$ cat src/rtl/opcode_seq_pkg.sv
// rtl/opcode_seq_pkg.sv - shared types and reset program for the opcode sequencer
package opcode_seq_pkg;

    typedef enum logic [1:0] {
        MODE_LOOP    = 2'd0,
        MODE_ONESHOT = 2'd1,
        MODE_STEP    = 2'd2
    } mode_e;

    typedef enum logic {
        ST_IDLE = 1'b0,
        ST_RUN  = 1'b1
    } state_e;

    localparam int DEFAULT_LEN = 9;

    // Element [0] is the first opcode of the reset program.
    localparam logic [DEFAULT_LEN-1:0][7:0] DEFAULT_PROG = {
        8'h0F, 8'h0E, 8'h0A, 8'h08, 8'h07, 8'h01, 8'h00, 8'h03, 8'h02
    };

    // Reset opcode for any table slot; slots past the program load zero.
    function automatic logic [7:0] default_op(input int idx);
        logic [7:0] v;
        v = 8'h00;
        for (int k = 0; k < DEFAULT_LEN; k++) begin
            if (k == idx) begin
                v = DEFAULT_PROG[k];
            end
        end
        return v;
    endfunction

endpackage

$ cat src/rtl/opcode_seq_table.sv
// rtl/opcode_seq_table.sv - opcode/hold register file with reset program
module opcode_seq_table #(
    parameter int OP_W   = 4,
    parameter int DEPTH  = 16,
    parameter int HOLD_W = 4,
    parameter int AW     = $clog2(DEPTH)
) (
    input  logic              i_clk,
    input  logic              i_rst,
    input  logic              i_wr_en,
    input  logic [AW-1:0]     i_wr_addr,
    input  logic [OP_W-1:0]   i_wr_op,
    input  logic [HOLD_W-1:0] i_wr_hold,
    input  logic [AW-1:0]     i_rd_addr,
    output logic [OP_W-1:0]   o_rd_op,
    output logic [HOLD_W-1:0] o_rd_hold
);
    import opcode_seq_pkg::*;

    logic [OP_W-1:0]   r_op   [DEPTH];
    logic [HOLD_W-1:0] r_hold [DEPTH];

    // Reload the default program on reset, otherwise accept single-entry writes.
    always_ff @(posedge i_clk) begin
        if (i_rst) begin
            for (int i = 0; i < DEPTH; i++) begin
                r_op[i]   <= OP_W'(default_op(i));
                r_hold[i] <= '0;
            end
        end else if (i_wr_en) begin
            r_op[i_wr_addr]   <= i_wr_op;
            r_hold[i_wr_addr] <= i_wr_hold;
        end
    end

    // Reads see the registered contents, so a same-cycle write is not visible yet.
    assign o_rd_op   = r_op[i_rd_addr];
    assign o_rd_hold = r_hold[i_rd_addr];

endmodule

$ cat src/rtl/opcode_seq_gen.sv
// rtl/opcode_seq_gen.sv - programmable opcode stimulus sequencer (top)
module opcode_seq_gen #(
    parameter int  OP_W   = 4,
    parameter int  DEPTH  = 16,
    parameter int  HOLD_W = 4,
    localparam int AW     = $clog2(DEPTH)
) (
    input  logic              i_clk,
    input  logic              i_rst,
    input  logic              i_en,
    input  logic              i_start,
    input  logic              i_stop,
    input  logic              i_step,
    input  logic [1:0]        i_mode,
    input  logic [AW:0]       i_cfg_len,
    input  logic              i_wr_en,
    input  logic [AW-1:0]     i_wr_addr,
    input  logic [OP_W-1:0]   i_wr_op,
    input  logic [HOLD_W-1:0] i_wr_hold,
    output logic [OP_W-1:0]   o_opcode,
    output logic              o_op_valid,
    output logic [AW-1:0]     o_op_index,
    output logic              o_busy,
    output logic              o_done
);
    import opcode_seq_pkg::*;

    state_e            r_state,    w_state_nx;
    mode_e             r_mode,     w_mode_nx;
    logic [AW:0]       r_len,      w_len_nx;
    logic [AW-1:0]     r_index,    w_index_nx;
    logic [HOLD_W-1:0] r_hold_cnt, w_hold_nx;
    logic [OP_W-1:0]   r_opcode,   w_opcode_nx;
    logic              r_op_valid, w_valid_nx;
    logic              r_done,     w_done_nx;

    mode_e             w_start_mode;
    logic [AW:0]       w_len_clamped;
    logic [AW-1:0]     w_rd_addr;
    logic [OP_W-1:0]   w_rd_op;
    logic [HOLD_W-1:0] w_rd_hold;
    logic              w_last;
    logic              w_advance;
    logic              w_start_ok;
    logic              w_wr_ok;

    // Reserved mode encoding behaves as one-shot.
    assign w_start_mode  = (i_mode == 2'd0) ? MODE_LOOP :
                           (i_mode == 2'd2) ? MODE_STEP : MODE_ONESHOT;
    assign w_len_clamped = (i_cfg_len > (AW+1)'(DEPTH)) ? (AW+1)'(DEPTH) : i_cfg_len;

    assign w_last     = ({1'b0, r_index} == (r_len - (AW+1)'(1)));
    assign w_start_ok = (r_state == ST_IDLE) && i_en && i_start && !i_stop &&
                        (i_cfg_len != '0);
    assign w_wr_ok    = i_wr_en && (r_state == ST_IDLE);

    // One read port serves both the start (entry 0) and every advance (next entry or wrap to 0).
    assign w_rd_addr  = ((r_state == ST_RUN) && !w_last) ? (r_index + AW'(1)) : '0;

    opcode_seq_table #(
        .OP_W   (OP_W),
        .DEPTH  (DEPTH),
        .HOLD_W (HOLD_W),
        .AW     (AW)
    ) u_table (
        .i_clk     (i_clk),
        .i_rst     (i_rst),
        .i_wr_en   (w_wr_ok),
        .i_wr_addr (i_wr_addr),
        .i_wr_op   (i_wr_op),
        .i_wr_hold (i_wr_hold),
        .i_rd_addr (w_rd_addr),
        .o_rd_op   (w_rd_op),
        .o_rd_hold (w_rd_hold)
    );

    // Next-state and next-output logic for the IDLE/RUN sequencer.
    always_comb begin
        w_state_nx  = r_state;
        w_mode_nx   = r_mode;
        w_len_nx    = r_len;
        w_index_nx  = r_index;
        w_hold_nx   = r_hold_cnt;
        w_opcode_nx = r_opcode;
        w_valid_nx  = r_op_valid;
        w_done_nx   = 1'b0;
        w_advance   = 1'b0;

        case (r_state)
            ST_IDLE: begin
                if (w_start_ok) begin
                    w_state_nx  = ST_RUN;
                    w_mode_nx   = w_start_mode;
                    w_len_nx    = w_len_clamped;
                    w_index_nx  = '0;
                    w_opcode_nx = w_rd_op;
                    w_hold_nx   = w_rd_hold;
                    w_valid_nx  = 1'b1;
                end
            end
            ST_RUN: begin
                if (i_stop) begin
                    // Abort: opcode keeps its last value, no done pulse.
                    w_state_nx = ST_IDLE;
                    w_valid_nx = 1'b0;
                end else if (i_en) begin
                    if (r_mode == MODE_STEP) begin
                        w_advance = i_step;
                    end else if (r_hold_cnt != '0) begin
                        w_hold_nx = r_hold_cnt - HOLD_W'(1);
                    end else begin
                        w_advance = 1'b1;
                    end

                    if (w_advance) begin
                        if (w_last && (r_mode != MODE_LOOP)) begin
                            w_state_nx = ST_IDLE;
                            w_valid_nx = 1'b0;
                            w_done_nx  = 1'b1;
                        end else begin
                            w_index_nx  = w_rd_addr;
                            w_opcode_nx = w_rd_op;
                            w_hold_nx   = w_rd_hold;
                        end
                    end
                end
            end
            default: begin
                w_state_nx = ST_IDLE;
                w_valid_nx = 1'b0;
            end
        endcase
    end

    // State and output registers; done is cleared every cycle so it stays a single pulse.
    always_ff @(posedge i_clk) begin
        if (i_rst) begin
            r_state    <= ST_IDLE;
            r_mode     <= MODE_LOOP;
            r_len      <= '0;
            r_index    <= '0;
            r_hold_cnt <= '0;
            r_opcode   <= '0;
            r_op_valid <= 1'b0;
            r_done     <= 1'b0;
        end else begin
            r_state    <= w_state_nx;
            r_mode     <= w_mode_nx;
            r_len      <= w_len_nx;
            r_index    <= w_index_nx;
            r_hold_cnt <= w_hold_nx;
            r_opcode   <= w_opcode_nx;
            r_op_valid <= w_valid_nx;
            r_done     <= w_done_nx;
        end
    end

    assign o_opcode   = r_opcode;
    assign o_op_valid = r_op_valid;
    assign o_op_index = r_index;
    assign o_busy     = (r_state == ST_RUN);
    assign o_done     = r_done;

endmodule

$ cat config.mk
export PLATFORM = sky130hd
export DESIGN_NAME = opcode_seq_gen
export DESIGN_NICKNAME = d
export VERILOG_FILES = /design/src/rtl/opcode_seq_pkg.sv /design/src/rtl/opcode_seq_table.sv /design/src/rtl/opcode_seq_gen.sv
export SDC_FILE = /design/constraint.sdc
export NUM_CORES = 1
export LEC_CHECK = 0
export CAP_MARGIN = 10
export CORE_MARGIN = 3
export CORE_UTILIZATION = 45
export CTS_CLUSTER_DIAMETER = 40
export DETAILED_ROUTE_END_ITERATION = 7
export GPL_TIMING_DRIVEN = 0
export PLACE_DENSITY = 0.63
export SLEW_MARGIN = 5
export SYNTH_ARGS = -nofsm -noshare
export SYNTH_HDL_FRONTEND = slang
export SYNTH_SLANG_ARGS = --single-unit
$ cat constraint.sdc
create_clock -name i_clk -period 2.7 [get_ports i_clk]
set_input_delay 0.54 -clock i_clk [delete_from_list [all_inputs] [get_ports i_clk]]
set_output_delay 0.54 -clock i_clk [all_outputs]
set_load 0.05 [all_outputs]
Yosys cells after proc, flatten, opt, wreduce, memory -nomap -nowiden
Memory sizes are Yosys's and may differ from the RTL's.
Cells that the tools add are included.
{ "totals": {"ff_bits": 22, "input_bits": 26, "latch_bits": 0, "mem_bits_ro": 0, "mem_count": 2, "ramBits": 128} }
{ "classes": {"order_cmp": 1, "muxes": 62, "div": 0, "n_reduce_logical": 20, "n_bitwise": 3, "shift": 0, "multipliers": 0, "add_sub_neg": 3, "eq_ne": 11} }
{ "memory_table": {"columns": ["name", "words", "width", "read_ports", "rd_ports_with_merged_regs", "write_ports", "line_no", "source"], "rows": [
  ["u_table.r_hold", 16, 4, 1, 0, 16, "opcode_seq_table.sv:21", "logic [HOLD_W-1:0] r_hold [DEPTH];"],
  ["u_table.r_op", 16, 4, 1, 0, 16, "opcode_seq_table.sv:20", "logic [OP_W-1:0] r_op [DEPTH];"]
]} }
{ "ops": {"columns": ["operator", "n"], "rows": [
  ["4-bit 2-to-1 mux", 31],
  ["4-bit one-hot mux with 2 select lines", 3],
  ["1-bit 2-to-1 mux", 23],
  ["2-bit inequality test, second input constant", 4],
  ["4-bit OR reduction", 2],
  ["1-bit logical AND", 7],
  ["3-bit by 2-bit inequality test with 1-bit output, second input constant", 2],
  ["4-bit by 5-bit equality test with 1-bit output", 1],
  ["5-bit > comparator, second input constant", 1],
  ["5-bit 2-to-1 mux", 1],
  ["5-bit AND reduction", 1],
  ["5-bit nonzero test", 1],
  ["5-bit OR reduction", 1],
  ["5-bit by 1-bit subtractor with 5-bit output, second input constant", 1],
  ["4-bit by 1-bit adder with 4-bit output, second input constant", 1],
  ["2-bit equality test, second input constant", 2],
  ["2-bit 2-to-1 mux", 2],
  ["1-bit one-hot mux with 2 select lines", 2],
  ["4-bit AND reduction", 1],
  ["4-bit nonzero test", 1],
  ["4-bit by 1-bit subtractor with 4-bit output, second input constant", 1],
  ["3-bit inequality test, second input constant", 1],
  ["1-bit inverter", 3],
  ["3-bit AND reduction", 1],
  ["5 further kinds", 6]
]} }

Logic depth before layout (Yosys ltp)
Gate-level depths: netlist (run 1).
An unclocked memory read counts as a cell.
{ "logic_depth": {"ltp_word": 11, "mapped_depth": 10, "ltp_nobuf": 9} }

Modules after synthesis
From an unflattened synthesis (run 1), not the netlist that was laid out.
{ "hier_totals": {"cells_unflattened": 535, "area_unflattened_um2": 7171.9} }
{ "modules_own_cells": {"columns": ["module", "area_each_um2", "cells_per_inst", "n_inst"], "rows": [
  ["opcode_seq_table", 5901.9, 377, 1],
  ["opcode_seq_gen", 1270.0, 158, 1]
]} }

Worst setup path after synthesis (run 1)
No wires, ideal clock.
{ "synth_path": {"kind": "flip-flop to flip-flop", "from": "register r_index[0] (netlist: o_op_index[0])", "to": "register r_opcode[0] (netlist: o_opcode[0])", "arrival_ps": 2445, "required_ps": 2625, "path_buffers": 1, "path_stages_with_launch": 10, "setup_slack_ps": 181, "path_cell_list": "dfxtp_1 > ha_1 > xnor2_1 > clkbuf_1 > nor2_1 > a21oi_1 > o21ai_0 > a311o_1 > a32o_1 > o22ai_1"} }
{ "synth_between": {"elab_chain_len": 10, "word_cells_on_any_way": 15, "cone_classes": "add/sub: 1; eq/ne: 2; mux: 7; reduce/logical: 4; memory: 1"} }
{ "synth_lines": {"columns": ["item", "line_no", "source"], "rows": [
  ["from (decl)", "opcode_seq_gen.sv:31", "logic [AW-1:0] r_index, w_index_nx;"],
  ["from (signal assigned)", "opcode_seq_gen.sv:150", "r_index <= w_index_nx;"],
  ["parallel branches: the longest is 10 deep, another holds 4-bit by 1-bit adder with 4-bit output", null, null],
  ["to (signal assigned)", "opcode_seq_gen.sv:152", "r_opcode <= w_opcode_nx;"],
  ["to (decl)", "opcode_seq_gen.sv:33", "logic [OP_W-1:0] r_opcode, w_opcode_nx;"]
]} }
Several ways; the timed one is not identified. The select of a mux whose other input is x is not followed.
A chain may end at the register's enable or synchronous reset.

Final worst setup path (run 1)
{ "layout_path": {"from": "register r_index[0] (netlist: o_op_index[0])", "to": "register r_opcode[3] (netlist: o_opcode[3])"} }
The elaborated chain is that of the path after synthesis.

==> flow_metrics.py, run 1 <==
metrics = {
    "critical_path": {
        "cp-end-kind": "register",
        "critPathBufInv": 4,
        "crit_fanout": 10,
        "path_cells": "buf_2 > buf_4 > buf_2 > buf_2 > mux2i_1 > a21oi_1 > o21ai_0 > a311oi_1",
        "critical_path_class": "reg2reg",
        "crit_required_ps": 2980,
        "start_kind": "register",
        "r2r-end": "o_opcode[3]",
        "r2r_cells": 8,
        "cpMostUsedCell": "buf_2",
        "cp.arrival_ps": 3000,
        "r2r_setup_slack_ps": -20,
        "critPathMaxStageDelay_ps": 470,
        "r2r-start": "o_op_index[0]",
        "path_delay_family": "buffers and inverters",
        "slowest_stage": "dfxtp_2",
    },
    "layout": {
        "final_common_cell": "edfxtp_1",
        "post-route-util_pct": 55.8,
        "nFillCells": 1379,
        "drive_gt1_share_pct": 14.6,
        "layout_common_cells": "edfxtp_1, and2_1, nand2_1, nor2_1",
        "finalNetCount": 767,
        "area_growth_pct": 19.6,
    },
    "drt": {
        "drt_wl_total_mm": 23.1,
        "drt_first_pass_iters": 6,
        "via_count": 5846,
        "final_antenna_net_count": 0,
        "viasPerCell": 6.04,
        "drt_iter0_drc": 681,
        "drc_errors": 0,
        "wl_per_cell_um": 23.9,
    },
    "power_and_ir_drop": {
        "switchingPower_mw": 1.26,
        "p_int_mw": 4.11,
        "p_per_area_nw_per_um2": 598,
        "pwr-share-clk_pct": 43.4,
        "p_leak_nw": 3.11,
        "peakVddDrop_mv": 0.478,
        "pwr-share-comb_pct": 6.9,
        "swShare_pct": 23.5,
        "seq_power_share_pct": 49.6,
        "power.total_mw": 5.37,
    },
    "sta": {
        "setup_slack_ps": -16.0,
        "relSlewSlack_pct": 49.1,
        "min_period_over_period_pct": 101,
        "period_minus_slack_ps": 2720,
        "finalHoldViolCount": 0,
        "whs_ps": 465,
        "tightest_slew_ps": 763,
        "finalSetupTns_ps": -16.0,
        "fin_skew_ps": 7.45,
        "setup_violations": 1,
        "drv_slew": 0,
        "rsz0062_at_grt": "true",
        "fmax_mhz": 368,
    },
    "die": {
        "row_count": 46,
        "core-area_um2": 16100,
        "die_h_um": 135,
        "initial_core_util_pct": 46.6,
        "die_w_um": 135,
        "dieArea_um2": 18300,
        "ios": 37,
    },
    "grt": {
        "grt_usage_pct": 25.8,
        "antenna_found_initial": 0,
        "grt_start_max_net_pins": 17,
        "grt_pass1_vias": 5534,
        "grt_overflow_total": 0,
        "grt_pass1_wl_mm": 34.5,
    },
    "synthesis": {
        "syn_inst": 674,
        "yosys_warnings": 0,
        "avgSynthCellArea_um2": 11.2,
        "syn-cell-area_um2": 7520,
        "ys_seq_elements": 150,
        "synth_edf_count": 128,
        "ys_seq_area_share_pct": 57.0,
        "syn_nets": 703,
        "yosysUniqueCellTypes": 68,
        "synthFlopType": "edfxtp_1",
        "async_flop_share_pct": 0,
    },
    "clock_network": {
        "holdBufCountCts": 0,
        "clock_latency_ps": 440,
        "cts_max_level": 4,
        "root_buffer": "clkbuf_16",
        "cts_buffers": 17,
        "cts_tree": "yes",
        "cts.sinks": 150,
        "path_clk_slew_ps": 60,
        "clockBufferDepth": 2,
    },
    "placed_design": {
        "gp_congestion": 0.966,
        "port_buffers": 36,
        "hpwl_mm": 16.5,
        "dp_slack_ps": -620,
    },
    "min_path": {
        "min_from": "o_op_valid",
        "hold_end": "o_op_valid",
        "hold_path.class": "reg2reg",
        "holdPathStages": 2,
    },
    "run_status": {
        "violations": "negative setup slack",
        "status": "finished, violations left",
    },
    "flow_run": {
        "cap_viol_max_count": 0,
    },
}
==> Yosys cell counts (7+ instances only) <==
master	count	share of area (%)
mux2i_1	12	1.6
o211ai_1	12	1.2
buf_2	7	0.47
inv_1	13	0.65
nor3_1	18	1.2
nand2b_1	12	1.0
or2_2	16	1.3
a211oi_1	8	0.80
dfxtp_1	22	5.9
nor2_1	42	2.1
nand3_1	12	0.80
nand2_1	43	2.1
or3_1	16	1.3
a21oi_1	37	2.5
and2_1	116	9.7
edfxtp_1	128	51
clkbuf_1	23	1.1
o21ai_0	24	1.6
==> stage by stage <==
| step | instance area (µm²) | cells |
|---|---|---|
| finish | 8990 | 968 |
| detailed placement | 8150 | 926 |
| floorplan | 7520 | 674 |
| global route | 8990 | 967 |
| global placement | 8150 | 926 |
| CTS | 8840 | 960 |
==> worst min-delay path: stages, from the launching register on <==
cell and delay (ps):
dfxtp_1 310, nand2_1 50, a21oi_1 50
==> power groups by stage <==
| stage | sequential [mW] | clock (mW) | combinational, mW |
|---|---|---|---|
| 2_1_floorplan | 2.71 | 0 | 0.187 |
| 3_3_place_gp | 2.71 | 0 | 0.351 |
| 3_5_place_dp | 2.71 | 0 | 0.358 |
| 4_1_cts | 2.66 | 2.33 | 0.363 |
| 5_1_grt | 2.67 | 2.43 | 0.399 |
| 6_report | 2.67 | 2.33 | 0.373 |
==> cell type report <==
cell class | instances | area [µm²] | area share, %
Sequential cell | 150 | 4290 | 47.7
Timing Repair Buffer | 46 | 435 | 4.84
Inverter | 14 | 52.6 | 0.585
Tap cell | 216 | 270 | 3.01
Clock buffer | 20 | 437 | 4.86
Antenna cell | 1 | 2.50 | 0.0278
Buffer | 33 | 171 | 1.91
Clock inverter | 12 | 129 | 1.43
Multi-Input combinational cell | 476 | 3200 | 35.6
==> logic make-up (layout without fill, tap and decap cells) <==
logic type | Yosys count | count (layout) | share of synthesized area [%]
AND/OR/NAND/NOR | 303 | 303 | 22.5
flip-flops | 150 | 150 | 57.0
AO/OA/AOI/OAI | 142 | 142 | 13.2
buffers and inverters | 48 | 125 | 2.71
multiplexers | 20 | 20 | 3.10
XOR/XNOR | 8 | 8 | 1.03
adder cells (fa/ha/maj) | 3 | 3 | 0.499
other | 0 | 1 | 0
==> worst max path at each step <==
stage / startpoint / endpoint / slack [ps] / cells past startpoint
after global placement: o_op_index[0] / r_hold_cnt[1] / -590 / 10
after global routing: r_len[0] / o_opcode[1] / -4 / 9
final: o_op_index[0] / o_opcode[3] / -20 / 8
after CTS: r_len[0] / r_hold_cnt[0] / 0.3 / 9
after floorplan: o_op_index[0] / o_opcode[0] / 180 / 9
after detailed placement: i_rst / u_table.r_hold[3][0] / -620 / 5
==> sequential cells by signal (all words and copies together), names as in the netlist, 2 cells and up <==
name / count
u_table.r_hold: 64
u_table.r_op: 64
r_len: 5
o_op_index: 4
o_opcode: 4
r_hold_cnt: 4
r_mode: 2
==> metal layers <==
metal  share of wire [%]  GRT usage [%]  vias up  wire [µm]
met2                  46           39.6      286      10600
met3                 8.0           4.83       53       1840
met5                   0              0        -          0
li1                    -              -     2614          -
met1                  43           36.8     2893       9880
met4                 3.3           9.63        0        769
==> what timing repair did <==
item | 4_1_cts | 5_1_grt
setup buffers | 3 | 7
gates resized for setup | 24 | 25
setup endpoints to repair | 32 | 60
pin swaps | 1 | 5
endpoints found under the hold margin | 0 | 0
Power figures use the tool's default switching activity.
==> run 2, diff against run 1 <==
GPL_ROUTABILITY_DRIVEN = 0   (was not set)
REMOVE_ABC_BUFFERS = 1   (was not set)
SLEW_MARGIN = 0   (was 5)
==> run 2 against run 1 <==
  * The flow now finishes without violations
  * Fmax is 3.4% higher
  * Power decreased by 1.2%
  * Register-to-register slack improved by 90 ps
  * Non-clock buffer count is 20 lower
  * Sequential share of layout area shrank 0.15 points
  * Cell area grew 0.50%
  * Hold slack better by 13 ps
  * Clock skew down 2.8 ps
  * Critical path depth up 2
  * First-iteration DRC count is 11% lower
  * Largest power group unchanged
  * Wire length fell by 7.8%
  * Setup slack improved by 89 ps
==> flow_metrics.py, run 2 (same netlist as run 1, synthesis figures left out) <==
metrics = {
    "layout": {
        "post-route-util_pct": 56.1,
        "n_antenna_cell": 0,
        "final_cell_area_um2": 9030,
        "finalNetCount": 749,
        "top_regs": "u_table.r_hold x64, u_table.r_op x64, r_len x5",
        "layout_common_cells": "edfxtp_1, and2_1, nand2_1, nor2_1, a21oi_1",
        "area_growth_pct": 20.2,
        "drive_gt1_share_pct": 15.7,
        "final_common_cell": "edfxtp_1",
    },
    "die": {
        "row_count": 46,
        "die_h_um": 135,
        "die_w_um": 135,
        "dieArea_um2": 18300,
        "core-area_um2": 16100,
        "initial_core_util_pct": 46.6,
        "ios": 37,
    },
    "drt": {
        "drc_errors": 0,
        "viasPerCell": 5.98,
        "drt_wl_total_mm": 21.3,
        "drt_iter0_drc": 604,
        "final_antenna_net_count": 0,
        "drt_first_pass_iters": 5,
        "wl_per_cell_um": 22.5,
        "via_count": 5672,
    },
    "min_path": {
        "hold_path.class": "reg2reg",
    },
    "grt": {
        "grt_pass1_wl_mm": 31.8,
        "antenna_found_initial": 0,
        "grt_start_max_net_pins": 43,
        "grt_usage_pct": 23.5,
        "grt_overflow_total": 0,
        "grt_pass1_vias": 5379,
    },
    "critical_path": {
        "start_kind": "register",
        "path_delay_family": "compound AO/OA/AOI/OAI gates",
        "cp-end-kind": "register",
        "path_cells": "inv_1 > ha_1 > xnor2_1 > a22o_2 > o211a_4 > o22a_1 > o31a_1 > buf_4 > o21ai_0 > o41ai_2",
        "critPathBufInv": 2,
        "critPathMaxStageDelay_ps": 370,
        "crit_required_ps": 2990,
        "slowest_stage": "o31a_1",
        "crit_fanout": 8,
        "cp.arrival_ps": 2920,
        "critical_path_class": "reg2reg",
    },
    "clock_network": {
        "root_buffer": "clkbuf_16",
        "cts_tree": "yes",
        "cts.sinks": 150,
        "path_clk_slew_ps": 60,
        "clockBufferDepth": 2,
        "cts_buffers": 17,
        "clock_latency_ps": 420,
        "holdBufCountCts": 0,
        "cts_max_level": 4,
    },
    "placed_design": {
        "hpwl_mm": 13.6,
        "port_buffers": 36,
        "dp_slack_ps": -1060,
        "placed_area_um2": 8070,
    },
    "sta": {
        "min_period_over_period_pct": 97.3,
        "tightest_slew_ps": 887,
        "finalHoldViolCount": 0,
        "period_minus_slack_ps": 2630,
        "setup_violations": 0,
        "relSlewSlack_pct": 40.9,
        "fmax_mhz": 381,
        "fin_skew_ps": 4.62,
        "setup_slack_ps": 72.6,
        "drv_slew": 0,
    },
    "power_and_ir_drop": {
        "peakVddDrop_mv": 0.448,
        "p_per_area_nw_per_um2": 587,
        "p_leak_nw": 3.15,
    },
    "run_status": {
        "status": "completed",
    },
    "flow_run": {
        "cap_viol_max_count": 0,
    },
}
## run 2: cell count changes in the layout (fill, tap and decap cells not counted), moves of 2 or more
cell	delta
clkbuf_2	-3
dfxtp_1	-2
nor2_1	+2
clkbuf_1	-18
buf_2	-4
buf_4	+7
a211oi_2	+2
clkinvlp_4	+2
a211oi_1	-2
clkinv_2	-2
xnor2_1	-2
dfxtp_4	+2
## run 2: path summary, 6_finish.rpt
| path | startpoint | end | slack (ps) | depth (start not counted) |
|---|---|---|---|---|
| worst min-delay path | o_op_valid | o_op_valid | 480 | 2 |
| worst max register to register | r_len[0] | o_opcode[2] | 70 | 10 |
| worst min register to register | o_op_valid | o_op_valid | 480 | 2 |
| worst max-delay path | r_len[0] | o_opcode[2] | 70 | 10 |
## run 2: per-stage QoR
| step | cells | setup TNS, ps | power, mW | hold slack [ps] |
|---|---|---|---|---|
| 2_1_floorplan | 640 | -12420 | 2.88 | 439 |
| 3_5_place_dp | 896 | -32510 | 3.05 | 463 |
| 3_3_place_gp | 892 | -320660 | 3.04 | 451 |
| 4_1_cts | 938 | 0 | 5.32 | 472 |
| 5_1_grt | 949 | -53.8 | 5.46 | 507 |
| 6_report | 949 | 0 | 5.31 | 478 |
## run 2: report_power, final
| part | switching (mW) | total (mW) | leakage [nW] | internal, mW |
|---|---|---|---|---|
| Clock | 0.918 | 2.28 | 0.266 | 1.36 |
| Combinational | 0.232 | 0.363 | 1.44 | 0.131 |
| Sequential | 0.0498 | 2.67 | 1.44 | 2.62 |
| Total | 1.20 | 5.31 | 3.15 | 4.11 |
## run 2: worst min-delay path, cell delays in order, from the launching register on
cell     delay (ps)
dfxtp_1         310
nand2_1          60
a21oi_1          60
## run 2: repair_timing
action / in CTS / in global routing
gates resized for setup: 21 / 18
gates cloned: 2 / 1
endpoints found under the setup margin: 84 / 19
pin swaps: 3 / 10
buffers inserted: 8 / 10
## run 2: area by class of cell
cell class	count	area, µm²
fill	1396	7080
sequential	150	4290
multi-input combinational	478	3270
timing repair buffer	59	577
clock buffer	20	437
tap	216	270
clock inverter	12	130
inverter	14	56.3
## run 2: per-layer routing
layer	global-route usage [%]	wire, µm
met5	0	0
met4	7.39	404
met3	5.27	1720
met2	37.7	10100
met1	32.2	9140
==> run 3, diff against run 2 <==
CORE_MARGIN = not set   (was 3)
==> run 3 against run 2 <==
  * Count of clock-buffer cells in the layout is 2 lower
  * Flip-flop and latch count stayed put
  * Cell area is 0.22% lower
  * Die area is 5.8% lower
  * Combinational power hardly changed
  * Wire length is 3.0% lower
  * Clock skew is 3.9 ps higher
  * Global-route usage is 1.5 points higher
  * Critical endpoint is now o_busy
  * Largest cell class unchanged
==> flow_metrics.py, run 3 (same netlist as run 1, synthesis figures left out) <==
metrics = {
    "grt": {
        "grt_pass1_wl_mm": 32.0,
        "grt_start_max_net_pins": 43,
        "grt_usage_pct": 25.0,
        "grt_overflow_total": 0,
        "antenna_found_initial": 0,
        "grt_pass1_vias": 5443,
    },
    "critical_path": {
        "path_cells": "clkdlybuf4s50_1",
        "cp-end-kind": "output port",
        "critical_path_class": "reg2out",
        "path_delay_family": "buffers and inverters",
        "slowest_stage": "clkdlybuf4s50_1",
        "crit_cells": 1,
        "cp.arrival_ps": 2070,
        "r2r_setup_slack_ps": 110,
        "critPathMaxStageDelay_ps": 920,
        "start_kind": "register",
        "critPathBufInv": 1,
        "r2r_cells": 9,
        "crit_required_ps": 2160,
        "crit_fanout": 24,
    },
    "power_and_ir_drop": {
        "swShare_pct": 22.7,
        "peakVddDrop_mv": 0.469,
        "seq_power_share_pct": 49.2,
        "p_int_mw": 4.19,
        "pwr-share-clk_pct": 44.1,
        "switchingPower_mw": 1.23,
        "pwr-share-comb_pct": 6.7,
        "p_leak_nw": 3.13,
        "p_per_area_nw_per_um2": 601,
    },
    "sta": {
        "drv_slew": 0,
        "setup_violations": 0,
        "rsz0062_at_grt": "true",
        "period_minus_slack_ps": 2610,
        "relSlewSlack_pct": 41.4,
        "fmax_mhz": 382,
        "fin_skew_ps": 8.50,
        "whs_ps": 472,
        "finalHoldViolCount": 0,
        "tightest_slew_ps": 879,
        "min_period_over_period_pct": 96.8,
        "setup_slack_ps": 85.1,
    },
    "die": {
        "die_h_um": 131,
        "ios": 37,
        "row_count": 46,
        "dieArea_um2": 17200,
        "die_w_um": 131,
        "initial_core_util_pct": 46.6,
        "core-area_um2": 16100,
    },
    "clock_network": {
        "clockBufferDepth": 2,
        "cts_tree": "yes",
        "cts_buffers": 17,
        "clock_latency_ps": 430,
        "path_clk_slew_ps": 60,
        "root_buffer": "clkbuf_16",
        "holdBufCountCts": 0,
        "cts_max_level": 4,
        "cts.sinks": 150,
    },
    "layout": {
        "n_antenna_cell": 0,
        "layout_common_cells": "edfxtp_1, and2_1, nand2_1, nor2_1, a21oi_1",
        "nFillCells": 1355,
        "top_regs": "u_table.r_hold x64, u_table.r_op x64, r_len x5",
        "final_common_cell": "edfxtp_1",
        "finalNetCount": 750,
        "area_growth_pct": 19.9,
        "drive_gt1_share_pct": 15.7,
    },
    "min_path": {
        "hold_path.class": "reg2reg",
        "holdPathStages": 2,
    },
    "run_status": {
        "status": "completed",
    },
    "drt": {
        "wl_per_cell_um": 21.8,
        "drt_wl_total_mm": 20.7,
        "via_count": 5571,
        "drt_first_pass_iters": 5,
        "viasPerCell": 5.87,
        "drc_errors": 0,
        "drt_iter0_drc": 552,
        "final_antenna_net_count": 0,
    },
    "placed_design": {
        "port_buffers": 36,
        "dp_slack_ps": -915,
        "hpwl_mm": 13.4,
    },
    "flow_run": {
        "cap_viol_max_count": 0,
    },
}
==> run 3: cell type report <==
class | instances | area, µm² | area share, %
timing repair buffer | 62 | 593 | 6.58
sequential | 150 | 4290 | 47.6
inverter | 14 | 56.3 | 0.625
tap | 216 | 270 | 3.00
clock buffer | 18 | 429 | 4.76
multi-input combinational | 476 | 3220 | 35.7
clock inverter | 13 | 158 | 1.75
==> run 3: power by group through the flow <==
stage	clock network, mW	registers (mW)	logic [mW]
2_1_floorplan	0	2.71	0.166
3_3_place_gp	0	2.71	0.335
3_5_place_dp	0	2.71	0.342
4_1_cts	2.40	2.66	0.348
5_1_grt	2.49	2.68	0.390
6_report	2.39	2.67	0.363
==> run 3: through the flow <==
stage | instance area, µm² | utilization [%] | total power [mW] | setup TNS [ps] | instances
after global routing | 9010 | 55.9 | 5.56 | -28.8 | 949
after detailed placement | 8070 | 50.1 | 3.06 | -35180 | 896
after global placement | 8000 | 49.6 | 3.05 | -327980 | 892
after CTS | 8810 | 54.7 | 5.41 | 0 | 934
final | 9010 | 55.9 | 5.42 | 0 | 949
after floorplan | 7370 | - | 2.88 | -12420 | 640
==> run 3: worst paths after layout <==
path                            startpoint           to
worst min register to register  o_op_valid   o_op_valid
worst max register to register    r_len[0]  o_opcode[3]
worst max-delay path                o_busy       o_busy
worst min-delay path            o_op_valid   o_op_valid
==> run 3: repair_timing <==
| item | in CTS | in global routing |
|---|---|---|
| setup endpoints to repair | 91 | 67 |
| setup buffers | 7 | 15 |
| pin swaps | 2 | 3 |
| endpoints found under the hold margin | 0 | 0 |
| gates resized for setup | 16 | 20 |
==> run 3: metal layers <==
layer / track usage (%) / up-vias / routed length (µm)
li1: - / 2573 / -
met3: 5.44 / 38 / 1470
met2: 38.0 / 248 / 9440
met5: 0 / - / 0
met4: 13.0 / 0 / 691
met1: 33.5 / 2712 / 9080
